<file path="config.mk">
export PLATFORM = sky130hd
export DESIGN_NAME = instr_issue_ctrl
export DESIGN_NICKNAME = d
export VERILOG_FILES = /design/src/rtl/instr_issue_ctrl.sv
export SDC_FILE = /design/constraint.sdc
export NUM_CORES = 1
export LEC_CHECK = 0
export ABC_AREA = 1
export CAP_MARGIN = 20
export CORE_MARGIN = 2
export CORE_UTILIZATION = 58
export DETAILED_ROUTE_END_ITERATION = 12
export GPL_TIMING_DRIVEN = 0
export PLACE_DENSITY = 0.79
export SLEW_MARGIN = 20
export SYNTH_ARGS = -nofsm -noshare
export SYNTH_HDL_FRONTEND = slang
export SYNTH_SLANG_ARGS = --single-unit
</file>
<file path="constraint.sdc">
create_clock -name i_clk -period 6.64 [get_ports i_clk]
set_input_delay 0.664 -clock i_clk [delete_from_list [all_inputs] [get_ports i_clk]]
set_output_delay 0.664 -clock i_clk [all_outputs]
set_load 0.01 [all_outputs]
</file>
<file path="src/rtl/instr_issue_ctrl.sv">
// Instruction issue controller: buffers loader words in a FIFO and feeds them one per
// cycle to the processor, sequencing its reset, stall bubbles and halt-time pipeline flush.
module instr_issue_ctrl #(
  parameter int                     INSTR_WIDTH = 32,
  parameter int                     DEPTH       = 8,
  parameter logic [INSTR_WIDTH-1:0] NOP_WORD    = '0,
  parameter int                     FLUSH_CYC   = 5
) (
  input  logic                     i_clk,
  input  logic                     i_rst_n,
  input  logic                     i_load_valid,
  input  logic [INSTR_WIDTH-1:0]   i_load_instr,
  output logic                     o_load_ready,
  input  logic                     i_start,
  input  logic                     i_stall_in,
  input  logic                     i_halt_req,
  output logic [INSTR_WIDTH-1:0]   o_instr_out,
  output logic                     o_issue_valid,
  output logic                     o_proc_rst,
  output logic                     o_busy,
  output logic                     o_done,
  output logic [$clog2(DEPTH):0]   o_fifo_count,
  output logic [15:0]              o_issued_cnt
);

  localparam int AW = $clog2(DEPTH);
  localparam int FW = $clog2(FLUSH_CYC + 1);

  typedef enum logic [1:0] {
    S_IDLE  = 2'd0,
    S_RUN   = 2'd1,
    S_DRAIN = 2'd2
  } state_t;

  state_t                   r_state;
  logic [INSTR_WIDTH-1:0]   r_mem [DEPTH];
  logic [AW-1:0]            r_wr_ptr;
  logic [AW-1:0]            r_rd_ptr;
  logic [AW:0]              r_count;
  logic [INSTR_WIDTH-1:0]   r_instr_out;
  logic                     r_issue_valid;
  logic                     r_proc_rst;
  logic                     r_done;
  logic [15:0]              r_issued_cnt;
  logic [FW-1:0]            r_flush_cnt;

  logic w_load_ready;
  logic w_not_empty;
  logic w_push;
  logic w_pop;

  // Pop/empty decisions use the registered count, so a word written this edge can never bypass.
  assign w_load_ready = (r_count != (AW + 1)'(DEPTH));
  assign w_not_empty  = (r_count != '0);
  assign w_push       = i_load_valid & w_load_ready;
  assign w_pop        = (r_state == S_RUN) & ~i_halt_req & ~i_stall_in & w_not_empty;

  always_ff @(posedge i_clk) begin
    if (w_push) begin
      r_mem[r_wr_ptr] <= i_load_instr;
    end
  end

  always_ff @(posedge i_clk or negedge i_rst_n) begin
    if (!i_rst_n) begin
      r_wr_ptr <= '0;
      r_rd_ptr <= '0;
      r_count  <= '0;
    end else begin
      if (w_push) begin
        r_wr_ptr <= r_wr_ptr + AW'(1);
      end
      if (w_pop) begin
        r_rd_ptr <= r_rd_ptr + AW'(1);
      end
      case ({w_push, w_pop})
        2'b10:   r_count <= r_count + (AW + 1)'(1);
        2'b01:   r_count <= r_count - (AW + 1)'(1);
        default: r_count <= r_count;
      endcase
    end
  end

  always_ff @(posedge i_clk or negedge i_rst_n) begin
    if (!i_rst_n) begin
      r_state       <= S_IDLE;
      r_instr_out   <= NOP_WORD;
      r_issue_valid <= 1'b0;
      r_proc_rst    <= 1'b1;
      r_done        <= 1'b0;
      r_issued_cnt  <= '0;
      r_flush_cnt   <= '0;
    end else begin
      r_done <= 1'b0;
      case (r_state)
        S_IDLE: begin
          r_instr_out   <= NOP_WORD;
          r_issue_valid <= 1'b0;
          r_proc_rst    <= 1'b1;
          if (i_start && w_not_empty) begin
            r_state      <= S_RUN;
            r_proc_rst   <= 1'b0;
            r_issued_cnt <= '0;
          end
        end
        S_RUN: begin
          // Halt wins over both pop and stall; the halt edge already drives a bubble.
          if (i_halt_req) begin
            r_state       <= S_DRAIN;
            r_instr_out   <= NOP_WORD;
            r_issue_valid <= 1'b0;
            r_flush_cnt   <= '0;
          end else if (i_stall_in) begin
            r_instr_out   <= r_instr_out;
            r_issue_valid <= r_issue_valid;
          end else if (w_not_empty) begin
            r_instr_out   <= r_mem[r_rd_ptr];
            r_issue_valid <= 1'b1;
            r_issued_cnt  <= r_issued_cnt + 16'd1;
          end else begin
            r_instr_out   <= NOP_WORD;
            r_issue_valid <= 1'b0;
          end
        end
        S_DRAIN: begin
          r_instr_out   <= NOP_WORD;
          r_issue_valid <= 1'b0;
          if (!i_stall_in) begin
            if (r_flush_cnt == FW'(FLUSH_CYC - 1)) begin
              r_state     <= S_IDLE;
              r_done      <= 1'b1;
              r_proc_rst  <= 1'b1;
              r_flush_cnt <= '0;
            end else begin
              r_flush_cnt <= r_flush_cnt + FW'(1);
            end
          end
        end
        default: begin
          r_state <= S_IDLE;
        end
      endcase
    end
  end

  assign o_load_ready  = w_load_ready;
  assign o_instr_out   = r_instr_out;
  assign o_issue_valid = r_issue_valid;
  assign o_proc_rst    = r_proc_rst;
  assign o_busy        = (r_state == S_RUN) || (r_state == S_DRAIN);
  assign o_done        = r_done;
  assign o_fifo_count  = r_count;
  assign o_issued_cnt  = r_issued_cnt;

endmodule

</file>
# == Yosys cells after proc, flatten, opt, wreduce, memory -nomap -nowiden ==
# Memories as Yosys holds them, arrays and structs flattened.
# Cells that the tools add are included.
# word_totals
register_bits,66
latchBits,0
mem_bits_rw,256
rom_bits,0
mem_count,1
# memory_table
name,depth,width,rd,rd_ports_with_merged_regs,write_ports,line_no,source
r_mem,8,32,1,0,1,36,logic [INSTR_WIDTH-1:0] r_mem [DEPTH];
# op_classes
addsub,6
multipliers,0
n_div,0
magnitude_cmp,0
eq_ne,14
shift,0
muxes,32
n_bitwise,6
reduce_logical,15
# ops
op,n
$mux W32,3
$mux W16,4
$pmux W32 S2,1
$pmux W16 S2,1
$add A16 B1 Y16 const B,1
$ne A2 B2 Y1 const B,7
$mux W1,11
$reduce_bool A2 Y1,5
$add A3 B1 Y3 const B,3
$mux W3,3
$mux W2,4
$pmux W4 S2,1
$pmux W2 S3,1
$pmux W3 S2,1
$reduce_and A3 Y1,2
$reduce_and A5 Y1,1
$add A4 B1 Y4 const B,1
$and A1 B1 Y1,4
$eq A2 B1 Y1 const B,2
$eq A2 B2 Y1 const B,2
$ne A4 B4 Y1 const B,1
$pmux W1 S2,2
$reduce_and A4 Y1,1
$reduce_bool A4 Y1,1
other kinds (9),10

# == Longest topological paths before layout ==
# logic_depth
ltp_word,6
ltp_mapped,14

# == Worst setup path before layout ==
# Ideal clock, no wire load.
# synth_timing
path_kind,register to register
from,register r_count[0] (netlist: o_fifo_count[0])
to,"memory r_mem[0][0], enable pin"
t_arrival_ns,2.489
t_required_ns,6.219
setup_slack_ns,3.730
stages_incl_launch_ff,6
n_path_buf,0
synth_period_minus_slack_ns,2.910
cell_sequence,dfrtp_1 > nor2_2 > nand3_1 > nand2_1 > or2_2 > nor2_1
# synth_via
elab_chain_len,4
# synth_lines
element,line_no,source
"start, declared",39,logic [AW:0] r_count;
"start signal, assigned",77,2'b10: r_count <= r_count + (AW + 1)'(1);
"start signal, assigned",78,2'b01: r_count <= r_count - (AW + 1)'(1);
"start signal, assigned",79,default: r_count <= r_count;
$ne A4 B4 Y1,53,assign w_load_ready = (r_count != (AW + 1)'(DEPTH));
named net o_load_ready,13,"output logic o_load_ready,"
$and A1 B1 Y1,55,assign w_push = i_load_valid & w_load_ready;
$mux W1,59,if (w_push) begin
$mux W1 (not written as such),60,r_mem[r_wr_ptr] <= i_load_instr;
"end, declared",36,
# The timed path passes the listed nets, and every way through them passes these cells.

# == Worst setup path in the final report ==
# layout_timing
from,register r_state[0]
to,output port o_busy
# layout_via
elab_chain_len,2
elab_cells_between_ends,3
cone_classes,eq/ne (2); reduce/logical (1)
# layout_lines
element,line_no,source
"start, declared",35,state_t r_state;
"start signal, assigned",86,r_state <= S_IDLE;
"start signal, assigned",101,r_state <= S_RUN;
"start signal, assigned",109,r_state <= S_DRAIN;
$eq A2 B1 Y1 / $eq A2 B2 Y1 (equally long branches),150,assign o_busy = (r_state == S_RUN) || (r_state == S_DRAIN);
$logic_or A1 B1 Y1 (*),150,
"end, declared",20,"output logic o_busy,"
# Mark *: on every way between the ends. The rest lies on a longest branch, timed or not.

==> impl_metrics.yaml <==
power:
  peakVddDrop_v: 0.000336
  p_per_area_mw_per_mm2: 428
  power_leakage_nw: 5.73
logic_synthesis:
  synth-seq-area-share: 0.710
  synth_edf_count: 256
  synth_top_area_frac: 0.584
  yosys_warnings: 0
  syn_area_sq_mm: 0.0132
  async_flop_share: 0.205
  syn-num-nets: 1149
  synthFlopType: "edfxtp_1"
  syn-instance-count: 1099
  synth_seq_cells: 322
  yosysTopAreaCell: "edfxtp_1"
  syn_area_per_cell_sq_um: 12.0
  synthTopCellsByArea: "edfxtp_1 (58%), dfrtp_1 (12%), nor2_1 (6.3%)"
  ys_types: 35
floorplan:
  die_h_um: 155
  start_util: 0.586
  boundaryPins: 95
  rows: 55
  core_sq_mm: 0.0224
  fp.dieW_um: 155
  dieArea_sq_mm: 0.0239
worst_setup_path:
  critPathTopFamily: "buffers and inverters"
  reg2reg_slack_ns: 4.21
  crit_chain: "inv_1 -> ha_1 -> clkdlybuf4s50_1"
  slowest_delay_ns: 0.53
  path_buf_inv: 2
  critPathCaptureType: "primary output"
  worst-path-max-fanout: 4
  path_class: "reg -> out"
  critPathLaunchType: "flip-flop"
  cp.arrival_ns: 1.85
  crit_required_ns: 5.98
  cp_slowest_cell: "clkdlybuf4s50_1"
final_layout:
  antenna_cells: 0
  fin_nets: 1286
  fill_cells: 1465
  fin_area_sq_mm: 0.0158
  drive_gt1_frac: 0.0944
  syn2layout_area_growth_pct: 20.3
worst_hold_path:
  hp-class: "reg -> reg"
clock_network:
  htreeDepth: 1
  hold_buffers: 1
  cts_tree: "built"
  insertion_delay_ns: 0.57
  cts_sinks: 322
  path_clk_slew_ns: 0.07
  cts_root_buf: "clkbuf_16"
  cts_made_buffers: 31
  cts.repair.resized: 0
  clockBufferDepth: 3
  postCtsSetupBuffers: 0
timing:
  final.setup.worst_slack_ns: 4.12
  slew_viol_final: 0
  finalHoldViolCount: 0
  fin_crit_ns: 2.52
  final.period_utilization: 0.379
  rsz0062_at_grt: "false"
  slew_headroom: 0.474
  finalSetupTns_ns: 0
  final-setup-viol-count: 0
  fmax_mhz: 398
  tightest_slew_ns: 0.786
  fin_skew_ns: 0.0153
global_routing:
  grt_max_degree: 51
  grt_pass1_wl_mm: 48.8
  first_global_vias: 9008
  grt_usage: 0.264
  antenna_found_initial: 0
  overflow: 0
place:
  gp_congestion: 0.829
  dp_slack_ns: 3.77
  place_area_sq_mm: 0.0148
  io_buffers: 94
  detailed_place_hpwl_mm: 20.3
run_status:
  status: "finished clean"
route:
  drt-total-wl_mm: 31.6
  drcViolationCount: 0
  drtAntennaViolNets: 0
  viasPerCell: 5.98
  dr.first_iter.drc_count: 1074
  vias: 9236
  first_pass_iters: 5
  avgRoutedWirePerCell_um: 20.4
job:
  maxCapViolCount: 0
## synthesized netlist by cell type, types with 5 or more instances
cell type  instances
edfxtp_1         256
nor2_1           220
nand2_1          145
o21ai_0          129
dfrtp_1           65
o211ai_1          65
nand3_1           57
clkbuf_1          25
inv_1             24
buf_2             19
ha_1              12
o21ai_1           12
nand4_1           11
buf_6             10
xor2_1             9
o21ai_2            5
## through the flow
stage / power (W) / hold slack [ns] / utilization / instances
6_report: 0.00678 / 0.479 / 0.706 / 1545
2_1_floorplan: 0.00404 / 0.368 / - / 1099
3_3_place_gp: 0.00478 / 0.464 / 0.644 / 1478
4_1_cts: 0.00677 / 0.480 / 0.706 / 1545
5_1_grt: 0.00709 / 0.502 / 0.706 / 1545
3_5_place_dp: 0.00495 / 0.465 / 0.658 / 1487
## layout make-up
cell class | count | area (sq um) | area share
plain buffers | 59 | 329 | 0.0208
clock buffers | 41 | 863 | 0.0545
clock inverters | 16 | 205 | 0.0130
inverters | 28 | 108 | 0.00680
multi-input cells | 690 | 3440 | 0.217
flip-flops and latches | 322 | 9340 | 0.590
well taps | 285 | 357 | 0.0225
repair buffers | 104 | 1190 | 0.0751
## power by group
part / switching [W] / total [W] / internal, W
clock: 0.000746 / 0.00182 / 0.00107
combinational: 0.00156 / 0.00232 / 0.000755
sequential: 0.000125 / 0.00264 / 0.00251
## logic make-up after synthesis
logic type	share of synthesized area
compound gates	0.101
xor+xnor	0.00666
fa+ha+maj	0.0114
buf+inv	0.0332
flops	0.710
simple gates	0.138
## state kept, by name, summed over array words and instances, names as in the netlist
signal         flops
o_instr_out       32
r_mem            256
o_fifo_count       4
r_wr_ptr           3
o_issued_cnt      16
r_flush_cnt        3
r_rd_ptr           3
o_issue_valid      1
o_proc_rst         1
r_state            2
o_done             1
## per-layer routing
layer / share of wire / routed length, um / track usage / vias up
li1: - / - / - / 4180
met1: 0.39 / 12200 / 0.346 / 4470
met2: 0.50 / 15700 / 0.445 / 498
met3: 0.084 / 2640 / 0.0454 / 88
met4: 0.032 / 1010 / 0.104 / 0
met5: 0 / 0 / 0 / -
## cells in the final DEF (no fill, tap or decap), types with 10 or more instances in the layout
cell type	netlist	layout
clkdlybuf4s50_1	0	93
o211ai_1	65	65
clkbuf_1	25	30
buf_6	10	10
nand4_1	11	11
nor2_1	220	212
edfxtp_1	256	256
ha_1	12	12
o21ai_1	12	12
inv_1	24	24
clkbuf_16	0	31
nand2_1	145	145
o21ai_0	129	129
buf_2	19	19
dfrtp_1	65	65
nand3_1	57	57
## worst paths after layout
| check | from | end | cells after the start |
|---|---|---|---|
| max in group asynchronous | i_rst_n | o_proc_rst | 3 |
| min reg2reg | o_instr_out[23] | o_instr_out[23] | 2 |
| max reg2reg | r_state[1] | o_fifo_count[2] | 11 |
| max | r_state[0] | o_busy | 3 |
| min | o_instr_out[23] | o_instr_out[23] | 2 |
| min in group asynchronous | i_rst_n | o_instr_out[6] | 2 |
## worst min-delay path, delay by kind of cell, from the launching register on
| kind | cells | cell delay [ns] |
|---|---|---|
| DFF | 1 | 0.34 |
| and+or+nand+nor | 2 | 0.10 |
No activity file was read; power rests on OpenSTA's default activity.
